**src/rtl/stopwatch_pkg.sv**
```systemverilog
// Shared definitions for the stopwatch/timer subsystem: timer states and
// the seconds-field constants used by both the up- and down-counting chains.
package stopwatch_pkg;

    localparam int SEC_W   = 6;
    localparam int SEC_MAX = 59;

    typedef enum logic [1:0] {
        IDLE   = 2'd0,
        RUN    = 2'd1,
        PAUSED = 2'd2,
        DONE   = 2'd3
    } state_t;

endpackage

```
**src/rtl/mmss_decrement.sv**
```systemverilog
// One-second decrement of an mm:ss value with borrow from minutes; saturates
// at 00:00. next_zero flags that the decremented value is 00:00.
module mmss_decrement
    import stopwatch_pkg::*;
#(
    parameter int MIN_W = 8
) (
    input  logic [MIN_W-1:0] minutes,
    input  logic [SEC_W-1:0] seconds,
    output logic [MIN_W-1:0] next_min,
    output logic [SEC_W-1:0] next_sec,
    output logic             next_zero
);

    always_comb begin
        // NOTE: every output gets a default first so no path leaves it unassigned (no latch).
        next_min = minutes;
        next_sec = seconds;
        if (seconds != '0) begin
            next_sec = seconds - 1'b1;
        end else if (minutes != '0) begin
            next_min = minutes - 1'b1;
            next_sec = SEC_W'(SEC_MAX);
        end
        next_zero = (next_min == '0) && (next_sec == '0);
    end

endmodule

```
**src/rtl/countdown_timer.sv**
```systemverilog
// mm:ss countdown timer driven by a 1 Hz tick and front-panel strobes.
// Define AUTO_RELOAD_EN to restart from the last loaded value on expiry.
module countdown_timer
    import stopwatch_pkg::*;
#(
    parameter int MIN_W   = 8,
    parameter int MAX_MIN = 99
) (
    input  logic             clk,
    input  logic             rst_n,
    input  logic             tick,
    input  logic             clear,
    input  logic             load,
    input  logic [MIN_W-1:0] load_min,
    input  logic [SEC_W-1:0] load_sec,
    input  logic             start,
    input  logic             pause,
    output logic [MIN_W-1:0] minutes,
    output logic [SEC_W-1:0] seconds,
    output logic             running,
    output logic             done,
    output logic             expired
);

    localparam logic [MIN_W-1:0] MAX_MIN_V = MIN_W'(MAX_MIN);
    localparam logic [SEC_W-1:0] SEC_MAX_V = SEC_W'(SEC_MAX);

    state_t             state, state_next;
    logic [MIN_W-1:0]   min_next, dec_min, load_min_c, reload_min;
    logic [SEC_W-1:0]   sec_next, dec_sec, load_sec_c, reload_sec;
    logic               expired_next, dec_zero, count_zero, reload_nonzero;

    assign load_min_c = (load_min > MAX_MIN_V) ? MAX_MIN_V : load_min;
    assign load_sec_c = (load_sec > SEC_MAX_V) ? SEC_MAX_V : load_sec;
    assign count_zero = (minutes == '0) && (seconds == '0);

    mmss_decrement #(.MIN_W(MIN_W)) u_dec (
        .minutes   (minutes),
        .seconds   (seconds),
        .next_min  (dec_min),
        .next_sec  (dec_sec),
        .next_zero (dec_zero)
    );

`ifdef AUTO_RELOAD_EN
    logic load_accept;
    assign load_accept    = load && !clear && (state != RUN);
    assign reload_nonzero = (reload_min != '0) || (reload_sec != '0);

    always_ff @(posedge clk or negedge rst_n) begin
        if (!rst_n) begin
            reload_min <= '0;
            reload_sec <= '0;
        end else if (clear) begin
            reload_min <= '0;
            reload_sec <= '0;
        end else if (load_accept) begin
            reload_min <= load_min_c;
            reload_sec <= load_sec_c;
        end
    end
`else
    assign reload_min     = '0;
    assign reload_sec     = '0;
    assign reload_nonzero = 1'b0;
`endif

    // Strobe priority: clear > load > pause > start > tick.
    always_comb begin
        state_next   = state;
        min_next     = minutes;
        sec_next     = seconds;
        expired_next = 1'b0;
        if (clear) begin
            state_next = IDLE;
            min_next   = '0;
            sec_next   = '0;
        end else if (load && (state != RUN)) begin
            state_next = IDLE;
            min_next   = load_min_c;
            sec_next   = load_sec_c;
        end else if (pause && (state == RUN)) begin
            state_next = PAUSED;
        end else if (start && !pause && !count_zero &&
                     ((state == IDLE) || (state == PAUSED))) begin
            state_next = RUN;
        end else if (tick && (state == RUN)) begin
            min_next = dec_min;
            sec_next = dec_sec;
            if (dec_zero) begin
                expired_next = 1'b1;
                if (reload_nonzero) begin
                    min_next = reload_min;
                    sec_next = reload_sec;
                end else begin
                    state_next = DONE;
                end
            end
        end
    end

    always_ff @(posedge clk or negedge rst_n) begin
        if (!rst_n) begin
            state   <= IDLE;
            minutes <= '0;
            seconds <= '0;
            running <= 1'b0;
            done    <= 1'b0;
            expired <= 1'b0;
        end else begin
            // NOTE: non-blocking so every register samples the pre-edge values.
            state   <= state_next;
            minutes <= min_next;
            seconds <= sec_next;
            running <= (state_next == RUN);
            done    <= (state_next == DONE);
            expired <= expired_next;
        end
    end

endmodule

```
**config.mk**
```make
export PLATFORM = sky130hd
export DESIGN_NAME = countdown_timer
export DESIGN_NICKNAME = d
export VERILOG_FILES = /design/src/rtl/stopwatch_pkg.sv /design/src/rtl/mmss_decrement.sv /design/src/rtl/countdown_timer.sv
export SDC_FILE = /design/constraint.sdc
export NUM_CORES = 1
export LEC_CHECK = 0
export ABC_CLOCK_PERIOD_IN_PS = 6650
export BUFFER_PORTS_ARGS = -buffer_cell sky130_fd_sc_hd__buf_2
export CELL_PAD_IN_SITES_DETAIL_PLACEMENT = 1
export CELL_PAD_IN_SITES_GLOBAL_PLACEMENT = 2
export CORE_UTILIZATION = 33
export CTS_CLUSTER_DIAMETER = 60
export CTS_CLUSTER_SIZE = 28
export DETAILED_ROUTE_END_ITERATION = 8
export HOLD_SLACK_MARGIN = 0.12
export PLACE_DENSITY_LB_ADDON = 0.1
export SLEW_MARGIN = 15
export SYNTH_ARGS = -nofsm -noshare
export SYNTH_HDL_FRONTEND = slang
export SYNTH_SLANG_ARGS = --single-unit
```
**constraint.sdc**
```tcl
create_clock -name clk -period 6.65 [get_ports clk]
set_input_delay 1.995 -clock clk [delete_from_list [all_inputs] [get_ports clk]]
set_output_delay 1.995 -clock clk [all_outputs]
set_load 0.02 [all_outputs]
```
==> out/results.txt, run 1 <==
Detailed placement HPWL - 3716 µm
Clk_lat worst skew - 0.26 ns
Die ar. - 0.004894 mm²
Yosys cell types - 54
Post-Place Worst Slack - 3.073 ns
HP Class - flip-flop to flip-flop
Post-cts sizing count - 0
Top_reg_cell synth - dfrtp_1
RSZ-0062 raised after global routing - false
Final hold slack - 0.6001 ns
Total track usage - 20.03%
Final worst-path cycle share - 50.00%
Worst relative slew slack - 46.78%
Hold buffer count at cts - 0
Post-Synthesis Cells - 183
Synthesis-stage register bit count - 19
Crit path max-delay family - simple AND/OR/NAND/NOR gates
Filler Cells Inserted - 548
Async SR Flop Fraction - 100.0%
Sum of negative setup slack - 0 ns
Outcome - complete, no violations
Total power - 343.9 µW
Diodes inserted - 0
Post-route minimum period - 3.325 ns
Initial core utilization - 34.76%
Dpl cell area - 0.001689 mm²
IO Port Bufs - 37
Crit path max-delay cell type - or3_1
Post-route insts no fill - 266
Synthesized area - 0.001524 mm²
Number of synthesized flops with an enable pin - 0
Residual DRC - 0
Nature of the critical path startpoint - input pin
Mean Syn Cell Area - 8.328 µm²
Largest net degree at the start of global routing - 23
Inst Count DP - 262
Register area share after synthesis - 31.20%
Nets - 238
VDD IR-drop max - 0.1011 mV
Grt ovf - 0
Detailed Route Iter0 Violations - 54
Worst slew pin tran - 0.7936 ns
Total of max-cap violations - 0
Final Hold Viols - 0
H-tree Lvls - 1
Yosys warnings - 0
Drt total wl - 4871 µm
Max Fclk - 300.8 MHz
Final Max Slew Viols - 0
Clk slew on worst S/H paths - 0.08 ns
Initial antenna violation count - 0
Post-CTS Setup Bufs - 0
Total number of vias - 1582
Sink Count - 19
Vias in the first global route - 1552
CTS tree - yes
Worst path arrival time - 3.47 ns
Ports - 38
Fin area - 0.001735 mm²
DR pass1 iterations - 4
Critical path type - input pin to flip-flop
Share of layout cells above drive strength 1 - 26.64%
Core area - 0.004384 mm²
Final core occ - 39.58%
Worst setup margin - 3.325 ns
Static Leakage - 0.7936 nW
Critical Path End Type - flip-flop
Row count - 24
Synthesis-to-finish area growth - 13.87%
WL/cell - 18.31 µm
Max incr delay on CP - 0.57 ns
Final Skew - 0.005484 ns
Setup violations, final - 0
Avg Vias per Cell - 5.947
Syn Nets - 206
Clock root cell - clkbuf_8
Post-route ant nets - 0
GP Congestion - 0.7795
Buf+Inv Stages, Crit Path - 1
Number of clock buffers inserted by TritonCTS - 3
CP max FO - 22
Worst EP required - 6.80 ns
Worst path cell trace - buf_2 > nand2_1 > or3_1 > nor2_1 > a311oi_1 > o22a_1
Chip height - 69.96 µm
First-pass GRT wire length - 7755 µm
Die width - 69.96 µm
Power density cells - 198.2 mW/mm²
CTS max path bufs - 2
-- placed cells by master, fill, tap and decap left out, types with 3 or more instances in the layout --
cell type / n
inv_1: 10
clkbuf_8: 3
a211oi_1: 6
o21ai_0: 6
a311oi_1: 3
nor4_1: 5
a2111oi_0: 3
buf_2: 37
a21oi_1: 14
nand2_1: 12
dfrtp_1: 19
mux2i_1: 3
nor3_1: 15
nand2b_1: 3
and2_1: 3
o22a_1: 3
nand3_1: 3
nor2_1: 19
-- worst register-to-register path, stage by stage, from the launching register on --
cell	delay, ns
dfrtp_1	0.45
inv_1	0.11
ha_1	0.27
nor4b_1	0.61
a211oi_1	0.35
nor3b_1	0.41
nand2_1	0.09
or4_4	0.55
and2_1	0.17
-- synth_stat cells (all sizes together) (2+ instances only) --
cell     number  area (µm²)
nand3         3       15.01
a211oi        6       45.04
nor2         19       71.32
and3          2       12.51
a21oi        14       70.07
a21o          2       15.01
buf           5       45.04
inv          10       37.54
a31oi         2       12.51
and2          4       25.03
or3           3       20.02
nor4b         2       17.52
nor4          6       52.55
o221ai        2       17.52
mux2i         3       30.03
and2b         2       17.52
nand2        13       51.30
ha            2       25.02
nor3         15       75.07
a211o         2       17.52
clkbuf        5       40.03
dfrtp        19       475.5
or2           2       12.51
a311oi        3       26.28
or4           5       47.55
nand2b        3       18.77
a2111oi       3       26.28
o22a          3       26.28
nand4b        2       17.52
o21ai         7       35.03
-- flip-flops by register name, indices dropped and copies added, names as in the netlist --
| register | cells |
|---|---|
| running | 1 |
| seconds | 6 |
| minutes | 8 |
| expired | 1 |
| done | 1 |
| state | 2 |
-- logic make-up (layout without fill, tap and decap cells) --
kind of cell             count (synthesis)  count (layout)  synth area share [%]
buffers and inverters                   20              51                 8.045
multiplexers                             4               4                 2.709
AO/OA/AOI/OAI                           53              53                 24.55
flip-flops                              19              19                 31.20
adder cells (fa/ha/maj)                  3               3                 2.381
AND/OR/NAND/NOR                         84              84                 31.12
-- area by class of cell --
cell class	instances	area (µm²)	area share, %
Sequential cell	19	475.5	27.40
Clock inverter	1	5.005	0.2884
Timing Repair Buffer	37	185.2	10.67
Inverter	10	37.54	2.163
Clock buffer	3	41.29	2.379
Tap cell	52	65.06	3.749
Multi-Input combinational cell	144	925.9	53.35
-- power by group --
| group | internal (mW) | switching, mW |
|---|---|---|
| Sequential | 0.123 | 0.0161 |
| Clock | 0.0417 | 0.0430 |
| Combinational | 0.0457 | 0.0745 |
| Total | 0.210 | 0.134 |
-- routing by layer --
layer / part of all wire, % / routed length [µm] / up-vias / track usage, %
li1: - / - / 760 / -
met1: 49 / 2370 / 792 / 28.12
met2: 47 / 2311 / 24 / 33.12
met3: 2.7 / 131 / 6 / 2.165
met4: 1.2 / 58 / 0 / 4.444
met5: 0 / 0 / - / 0
-- final timing paths --
kind                            startpoint    endpoint  slack, ns  cells after the start
max in group asynchronous            rst_n  seconds[1]       4.63                      1
worst min register to register    state[1]        done       0.60                      2
min in group asynchronous            rst_n  seconds[0]       1.69                      1
worst min-delay path              state[1]        done       0.60                      2
worst max-delay path                  load  minutes[1]       3.33                      6
worst max register to register  minutes[0]     running       3.52                      8
(Power assumes the default switching activity.)
==> run 2: changes to the inputs <==
Settings changed: ABC_CLOCK_PERIOD_IN_PS 6650 to 3290, CORE_UTILIZATION 33 to 31.
Clock period 6.65 ns to 3.29 ns, I/O delays scaled along.
==> run 2 against run 1 <==
  * Sequential cell count is the same
  * Wire length shrank 3.2%
  * Cell count grew 6.0%
  * Worst hold slack gained 0.015 ns
  * Register-to-register slack lost 3.1 ns
  * First-iteration DRC count grew 80%
  * Design area grew 1.4%
  * Clock power grew 110%
  * Sequential power grew 100%
  * Critical endpoint is now running
  * Largest cell class unchanged
  * Largest power group unchanged
==> out/results.txt, run 2 (synthesized netlist as in run 1, its figures left out) <==
Clock root cell - clkbuf_8
Commonest non-fill, non-tap cell in the layout - buf_2
Post-route insts no fill - 282
Final Hold Viols - 0
Ports - 38
Critical path type - flip-flop to flip-flop
CP max FO - 12
First-pass GRT wire length - 7555 µm
Total of max-cap violations - 0
Static Leakage - 0.7956 nW
Wl on met1 - 2374 µm
Outcome - complete, no violations
WL/cell - 16.71 µm
Initial antenna violation count - 0
Power density cells - 395.3 mW/mm²
Most used cell, CP - or4_4
Worst slew pin tran - 0.7685 ns
Hold buffer count at cts - 0
Buf+Inv Stages, Crit Path - 0
Max FFs per register - 8
Met2 WL post-DR - 2107 µm
Drt total wl - 4713 µm
Vias in the first global route - 1474
H-tree Lvls - 1
Setup violations, final - 0
Crit path max-delay cell type - or4_4
CTS max path bufs - 2
Critical Path End Type - flip-flop
Max Fclk - 347.6 MHz
Post-route minimum period - 2.877 ns
VDD IR-drop max - 0.1763 mV
GP Congestion - 0.7917
Total track usage - 18.95%
Final hold slack - 0.6153 ns
Max incr delay on CP - 0.56 ns
Residual DRC - 0
Avg Vias per Cell - 5.443
Clk_lat worst skew - 0.26 ns
Sink Count - 19
Worst path cell trace - nor4_4 > nand2_2 > or4_4 > maj3_2 > or4_4 > and2_1
Total number of vias - 1535
Diodes inserted - 0
Biggest regs - minutes: 8 flops, seconds: 6 flops, state: 2 flops
Detailed placement HPWL - 3585 µm
Inst Count DP - 278
Die width - 72.12 µm
Crit path max-delay family - simple AND/OR/NAND/NOR gates
Number of clock buffers inserted by TritonCTS - 3
Post-cts sizing count - 0
DR pass1 iterations - 4
Die ar. - 0.005201 mm²
Core area - 0.004723 mm²
CTS tree - yes
Worst path arrival time - 3.03 ns
Chip height - 72.12 µm
Post-route ant nets - 0
Post-CTS Setup Bufs - 0
HP Class - flip-flop to flip-flop
Detailed Route Iter0 Violations - 97
Total power - 696.0 µW
Worst EP required - 3.45 ns
DR top layer - met4
Final Skew - 0.001492 ns
Largest net degree at the start of global routing - 20
IO Port Bufs - 37
Clk slew on worst S/H paths - 0.08 ns
Filler Cells Inserted - 594
Nature of the critical path startpoint - flip-flop
Final worst-path cycle share - 87.44%
RSZ-0062 raised after global routing - false
Share of layout cells above drive strength 1 - 26.51%
Initial core utilization - 32.26%
Largest register by flop count - minutes
Grt ovf - 0
Sum of negative setup slack - 0 ns
Row count - 25
Most frequent cells in the layout - buf_2, nor2_1, dfrtp_1
Synthesis-to-finish area growth - 15.52%
Final Max Slew Viols - 0
Worst relative slew slack - 48.37%
Met3 Routed Length - 205 µm
Nets - 239
==> run 2: where the power goes <==
part	switching (mW)	internal [mW]	leakage, nW
logic	0.148	0.0934	0.520
registers	0.0308	0.248	0.253
clock network	0.0894	0.0863	0.0228
total	0.268	0.428	0.796
==> run 2: area by class of cell <==
cell class	count	area (µm²)	share of cell area [%]
Multi-Input combinational cell	144	925.9	52.59
Sequential cell	19	475.5	27.01
Timing Repair Buffer	38	192.7	10.95
Inverter	10	37.54	2.132
Tap cell	67	83.83	4.762
Clock buffer	4	45.04	2.559
==> run 2: stage by stage <==
step | cell area, µm² | utilization (%) | setup slack (ns)
CTS | 1760 | 37.27 | 0.4021
global placement | 1715 | 36.32 | 0.4379
detailed placement | 1715 | 36.32 | 0.4298
finish | 1760 | 37.27 | 0.4131
floorplan | 1524 | - | 0.5853
global route | 1760 | 37.27 | 0.08762
==> run 2: layer usage <==
layer | vias to the layer above | GRT usage [%]
met5 | - | 0
met4 | 0 | 3.922
met3 | 2 | 2.083
met2 | 27 | 29.18
met1 | 748 | 28.50
li1 | 758 | -
==> run 2: path summary, 6_finish.rpt <==
kind	start	endpoint	slack, ns	cells past startpoint
max	seconds[2]	running	0.41	6
min	state[1]	done	0.62	2
max reg2reg	seconds[2]	running	0.41	6
min reg2reg	state[1]	done	0.62	2
max in group asynchronous	rst_n	minutes[2]	2.31	1
min in group asynchronous	rst_n	seconds[4]	0.67	1
==> run 2: tightest hold or removal path: stages (launching register included) <==
cell	delay, ns
dfrtp_1	0.43
nand3_1	0.09
o21ai_1	0.06
